$ cat config.mk
export PLATFORM = sky130hd
export DESIGN_NAME = mult_div_unit
export DESIGN_NICKNAME = d
export VERILOG_FILES = /design/src/rtl/mdu_pkg.sv /design/src/rtl/mdu_div_core.sv /design/src/rtl/mult_div_unit.sv
export SDC_FILE = /design/constraint.sdc
export NUM_CORES = 1
export LEC_CHECK = 0
export CORE_ASPECT_RATIO = 0.75
export CORE_MARGIN = 4
export CORE_UTILIZATION = 55
export CTS_CLUSTER_DIAMETER = 200
export DETAILED_ROUTE_END_ITERATION = 7
export GPL_TIMING_DRIVEN = 1
export HOLD_SLACK_MARGIN = 0.02
export PLACE_DENSITY_LB_ADDON = 0.08
export SYNTH_ARGS = -nofsm -noshare
export SYNTH_HDL_FRONTEND = slang
export SYNTH_SLANG_ARGS = --single-unit
$ cat constraint.sdc
create_clock -name clk -period 4.9 [get_ports clk]
set_input_delay 0.49 -clock clk [delete_from_list [all_inputs] [get_ports clk]]
set_output_delay 0.49 -clock clk [all_outputs]
set_load 0.01 [all_outputs]
$ cat src/rtl/mdu_pkg.sv
// Shared definitions for the multiply/divide unit: operation encodings,
// FSM states, iteration count and an operand-magnitude helper.
package mdu_pkg;

  typedef enum logic [2:0] {
    OP_MULT  = 3'b000,
    OP_MULTU = 3'b001,
    OP_DIV   = 3'b010,
    OP_DIVU  = 3'b011,
    OP_MTHI  = 3'b100,
    OP_MTLO  = 3'b101
  } md_op_e;

  typedef enum logic [1:0] {
    ST_IDLE = 2'd0,
    ST_CALC = 2'd1,
    ST_SIGN = 2'd2
  } mdu_state_e;

  localparam int unsigned MDU_ITER = 32;

  function automatic logic [31:0] abs32(input logic [31:0] v, input logic is_signed);
    return (is_signed && v[31]) ? (~v + 32'd1) : v;
  endfunction

endpackage

$ cat src/rtl/mdu_div_core.sv
// One restoring-division step on the {remainder, dividend} shift register.
// A zero divisor always subtracts, giving an all-ones quotient and remainder = dividend.
module mdu_div_core (
  input  logic [63:0] rem_i,
  input  logic [31:0] divisor_i,
  output logic [63:0] rem_o
);

  logic [32:0] top_s;
  logic [32:0] diff_s;
  logic        ge_s;

  assign top_s  = rem_i[63:31];
  assign ge_s   = (top_s >= {1'b0, divisor_i});
  assign diff_s = top_s - {1'b0, divisor_i};

  // Shift left, then subtract the divisor when it fits and record a quotient 1.
  always_comb begin
    rem_o = {rem_i[62:0], 1'b0};
    if (ge_s) begin
      rem_o = {diff_s[31:0], rem_i[30:0], 1'b1};
    end else begin
      rem_o = {rem_i[62:0], 1'b0};
    end
  end

endmodule

$ cat src/rtl/mult_div_unit.sv
// Iterative MIPS-style HI/LO multiply/divide unit (33-edge latency).
// Divide support (mdu_div_core) is built only when MDU_DIV_EN is defined.
module mult_div_unit
  import mdu_pkg::*;
(
  input  logic        clk,
  input  logic        rst_n,
  input  logic        start,
  input  logic        cancel,
  input  logic [2:0]  md_op,
  input  logic [31:0] data_in1,
  input  logic [31:0] data_in2,
  output logic        busy,
  output logic        done,
  output logic [31:0] hi,
  output logic [31:0] lo
);

  localparam logic [5:0] LAST_CNT = 6'(MDU_ITER - 1);

  mdu_state_e  state_q, state_d;
  logic [5:0]  cnt_q, cnt_d;
  logic [63:0] acc_q, acc_d;
  logic [31:0] opb_q, opb_d;
  logic        neg_q, neg_d;
  logic [31:0] hi_q, hi_d, lo_q, lo_d;
  logic        busy_q, busy_d, done_q, done_d;

  logic        sgn_s;
  logic [31:0] a_mag_s, b_mag_s;
  logic [32:0] mul_sum_s;
  logic [63:0] mul_step_s;
  logic [63:0] prod_s;

`ifdef MDU_DIV_EN
  logic        is_div_q, is_div_d;
  logic        neg_rem_q, neg_rem_d;
  logic [63:0] div_step_s;

  mdu_div_core u_div_core (
    .rem_i     (acc_q),
    .divisor_i (opb_q),
    .rem_o     (div_step_s)
  );
`endif

  // Even encodings (MULT, DIV) are the signed variants.
  assign sgn_s   = ~md_op[0];
  assign a_mag_s = abs32(data_in1, sgn_s);
  assign b_mag_s = abs32(data_in2, sgn_s);

  // Shift-add: acc holds {partial product, remaining multiplier bits}.
  assign mul_sum_s  = {1'b0, acc_q[63:32]} + {1'b0, opb_q};
  assign mul_step_s = acc_q[0] ? {mul_sum_s, acc_q[31:1]} : {1'b0, acc_q[63:1]};
  assign prod_s     = neg_q ? (~acc_q + 64'd1) : acc_q;

  // Next-state and datapath control.
  always_comb begin
    state_d = state_q;
    cnt_d   = cnt_q;
    acc_d   = acc_q;
    opb_d   = opb_q;
    neg_d   = neg_q;
    hi_d    = hi_q;
    lo_d    = lo_q;
    done_d  = 1'b0;
`ifdef MDU_DIV_EN
    is_div_d  = is_div_q;
    neg_rem_d = neg_rem_q;
`endif
    case (state_q)
      ST_IDLE: begin
        if (cancel) begin
          state_d = ST_IDLE;
        end else if (start) begin
          case (md_op_e'(md_op))
            OP_MULT, OP_MULTU: begin
              acc_d   = {32'd0, b_mag_s};
              opb_d   = a_mag_s;
              neg_d   = sgn_s & (data_in1[31] ^ data_in2[31]);
              cnt_d   = 6'd0;
              state_d = ST_CALC;
`ifdef MDU_DIV_EN
              is_div_d  = 1'b0;
              neg_rem_d = 1'b0;
`endif
            end
`ifdef MDU_DIV_EN
            OP_DIV, OP_DIVU: begin
              acc_d     = {32'd0, a_mag_s};
              opb_d     = b_mag_s;
              // Divide by zero keeps the raw all-ones quotient.
              neg_d     = sgn_s & (data_in1[31] ^ data_in2[31]) & (data_in2 != 32'd0);
              neg_rem_d = sgn_s & data_in1[31];
              is_div_d  = 1'b1;
              cnt_d     = 6'd0;
              state_d   = ST_CALC;
            end
`endif
            OP_MTHI: hi_d = data_in1;
            OP_MTLO: lo_d = data_in1;
            default: state_d = ST_IDLE;
          endcase
        end else begin
          state_d = ST_IDLE;
        end
      end
      ST_CALC: begin
        if (cancel) begin
          state_d = ST_IDLE;
        end else begin
`ifdef MDU_DIV_EN
          acc_d = is_div_q ? div_step_s : mul_step_s;
`else
          acc_d = mul_step_s;
`endif
          cnt_d = cnt_q + 6'd1;
          if (cnt_q == LAST_CNT) begin
            state_d = ST_SIGN;
          end else begin
            state_d = ST_CALC;
          end
        end
      end
      ST_SIGN: begin
        if (cancel) begin
          state_d = ST_IDLE;
        end else begin
`ifdef MDU_DIV_EN
          if (is_div_q) begin
            lo_d = neg_q ? (~acc_q[31:0] + 32'd1) : acc_q[31:0];
            hi_d = neg_rem_q ? (~acc_q[63:32] + 32'd1) : acc_q[63:32];
          end else begin
            hi_d = prod_s[63:32];
            lo_d = prod_s[31:0];
          end
`else
          hi_d = prod_s[63:32];
          lo_d = prod_s[31:0];
`endif
          done_d  = 1'b1;
          state_d = ST_IDLE;
        end
      end
      default: state_d = ST_IDLE;
    endcase
    busy_d = (state_d != ST_IDLE);
  end

  // State, datapath and registered outputs.
  always_ff @(posedge clk or negedge rst_n) begin
    if (!rst_n) begin
      state_q <= ST_IDLE;
      cnt_q   <= 6'd0;
      acc_q   <= 64'd0;
      opb_q   <= 32'd0;
      neg_q   <= 1'b0;
      hi_q    <= 32'd0;
      lo_q    <= 32'd0;
      busy_q  <= 1'b0;
      done_q  <= 1'b0;
`ifdef MDU_DIV_EN
      is_div_q  <= 1'b0;
      neg_rem_q <= 1'b0;
`endif
    end else begin
      state_q <= state_d;
      cnt_q   <= cnt_d;
      acc_q   <= acc_d;
      opb_q   <= opb_d;
      neg_q   <= neg_d;
      hi_q    <= hi_d;
      lo_q    <= lo_d;
      busy_q  <= busy_d;
      done_q  <= done_d;
`ifdef MDU_DIV_EN
      is_div_q  <= is_div_d;
      neg_rem_q <= neg_rem_d;
`endif
    end
  end

  assign busy = busy_q;
  assign done = done_q;
  assign hi   = hi_q;
  assign lo   = lo_q;

endmodule

==> run summary <==
synthesized flop and latch total = 171
WHS = 0.114 ns
initial DRC count = 1,361
Final Hold Vio Count = 0
CP Capture Type = register
vias per cell = 6.44
Startpoint Class = register
final WL = 38.1 mm
cts bufs inserted = 17
Post-CTS Setup Bufs = 0
CTS clk-pin slew, worst paths = 0.07 ns
Critical Path RT = 5.19 ns
fillers = 1,694
CTS max path bufs = 2
Sink Count = 171
Leak = 5.68 nW
H-tree levels = 4
port bufs = 136
Final min period = 3.89 ns
Mapped Avg Cell Area = 8.43 sq um
post-synthesis net count = 1,454
routability-driven placement congestion ratio = 0.951
Setup Skew = 0.00922 ns
most frequent cells in the layout = nand2_1, dfrtp_1, o21ai_0, clkdlybuf4s50_1, nor2_1
later-pin clock latency in the skew report = 0.44 ns
die height = 132 um
initial antenna violation count = 0
Post-synth EDFFs = 0
Setup TNS = 0 ns
DIE AREA = 0.0230 sq mm
Antenna Nets Post-Route = 0
Worst Path Class, Setup = register to register
final instance area = 0.0135 sq mm
Via Count = 11.0k
Post-Synthesis Cell Area = 0.0113 sq mm
drt wl/cell = 22.4 um
largest cells by area after synthesis = dfrtp_1, o21ai_0, xor2_1
layout cells sized above 1 = 4.84%
Placed Instance Area = 0.0129 sq mm
Die W = 174 um
Min-Delay Path Class = input pin to asynchronous set/reset pin
Pwr Density = 468 mW/mm^2
setup repair after global routing missed its margin = false
Max Clock Freq = 257 MHz
crit-path max FO = 7
Worst EP arrival = 4.18 ns
Synth async-reset ratio = 100%
VDD IR max = 304 uV
dpl hpwl = 28.6 mm
most common flop cell mapped by yosys = dfrtp_1
vias in the first global route = 10.0k
largest net degree at the start of global routing = 89
Final Instance Count excl. Fillers = 1,703
TritonCTS clock tree = yes
drt drc = 0
I/O pin total = 137
area grow syn2layout = 18.8%
Core Region = 0.0203 sq mm
synth unique cells = 61
post-cts repair resize count = 0
Starting Density = 56.0%
sequential share of the synthesized area = 37.7%
Ys Warns = 0
commonest non-fill, non-tap cell in the layout = nand2_1
Worst R2R Path Depth = 12
Gate Count Post-Synth = 1,346
post-synth top area share = 37.7%
Pre-antenna DRT Iters = 5
cell taking the most area after synthesis = dfrtp_1
Final Cycle Share = 79.3%
status = finished clean
Max Slew Vio Count = 0
antenna diode count = 0
Total Routing Usage GR = 32.5%
# hold bufs at CTS = 0
Root Buffer = clkbuf_16
first-pass GRT wire length = 58.9 mm
Worst-Margin Slew = 1.23 ns
Max-Cap Viols = 0
# setup viols final = 0
num rows = 45
relative max-transition margin = 17.6%
Nets = 1,541
Design Power = 0.00630 W
GRT overflow = 0
Placed Cells = 1,672
path summary, 6_finish.rpt:
path	startpoint	endpoint	slack, ns
min	rst_n	acc_q[8]	0.11
max	acc_q[32]	acc_q[63]	1.01
max in group asynchronous	rst_n	neg_q	3.81
min reg2reg	lo[18]	lo[18]	0.47
max reg2reg	acc_q[32]	acc_q[63]	1.01
min in group clk	lo[18]	lo[18]	0.47
report_power, final:
| part | internal, W | leakage [nW] | switching (W) |
|---|---|---|---|
| sequential | 0.00176 | 2.16 | 0.000573 |
| clock | 0.000855 | 0.305 | 0.000578 |
| combinational | 0.00113 | 3.21 | 0.00141 |
Yosys cell counts (16+ instances only):
cell type,instances
ha_1,36
o31ai_1,29
nand3_1,21
nand2_1,171
a21oi_1,94
clkbuf_1,78
o21ai_0,167
nor2_1,96
and3_1,17
or3_1,16
dfrtp_1,171
a21o_1,21
inv_1,23
nor3_1,25
xnor2_1,59
xor2_1,92
a22oi_1,30
routing by layer:
metal	part of all wire, %	GRT usage [%]	wire length (um)	vias up
met4	2.2	7.87	853	0
met1	46	50.8	17500	5268
li1	-	-	-	5027
met3	12	8.77	4400	58
met2	40	44.4	15400	610
met5	0	0	0	-
critical path: stages, from the launching register on:
cell	delay, ns
dfrtp_1	0.45
ha_1	0.24
inv_1	0.07
fa_1	0.20
nand2b_1	0.14
a211oi_1	0.10
o311ai_0	0.73
a311oi_1	0.31
a211oi_1	0.52
o21ai_0	0.30
a311oi_1	0.42
nand2b_1	0.15
a41oi_1	0.11
state kept, by name, summed over array words and instances (netlist names):
| register | flops |
|---|---|
| acc_q | 64 |
| state_q | 2 |
| lo | 32 |
| busy | 1 |
| hi | 32 |
| cnt_q | 6 |
| done | 1 |
| opb_q | 32 |
| neg_q | 1 |
through the flow:
| stage | setup WS (ns) | util (%) |
|---|---|---|
| CTS | 1.15 | 66.5 |
| detailed placement | 1.15 | 63.4 |
| global placement | 1.24 | 63.4 |
| finish | 1.01 | 66.5 |
| global route | 0.807 | 66.5 |
| floorplan | 1.37 | - |
layout make-up:
class                   count  area [sq um]  area share [%]
multi-input cells        1068          6680            49.5
flip-flops and latches    171          4280            31.8
repair buffers            151          1490            11.0
clock buffers              21           480            3.57
well taps                 258           323            2.40
clock inverters            10           139            1.03
inverters                  24          90.1           0.668
cell families (layout without fill, tap and decap cells):
family	Yosys count	after routing	synth area share, %
muxes	18	18	1.64
buffers and inverters	107	206	3.55
AOI/OAI and AO/OA	446	446	24.2
and+or+nand+nor	416	416	17.1
xor gates and xnor gates	151	151	11.7
adders and majority gates	37	37	4.15
DFF	171	171	37.7
Note: power is estimated with default switching activity, not from simulation.
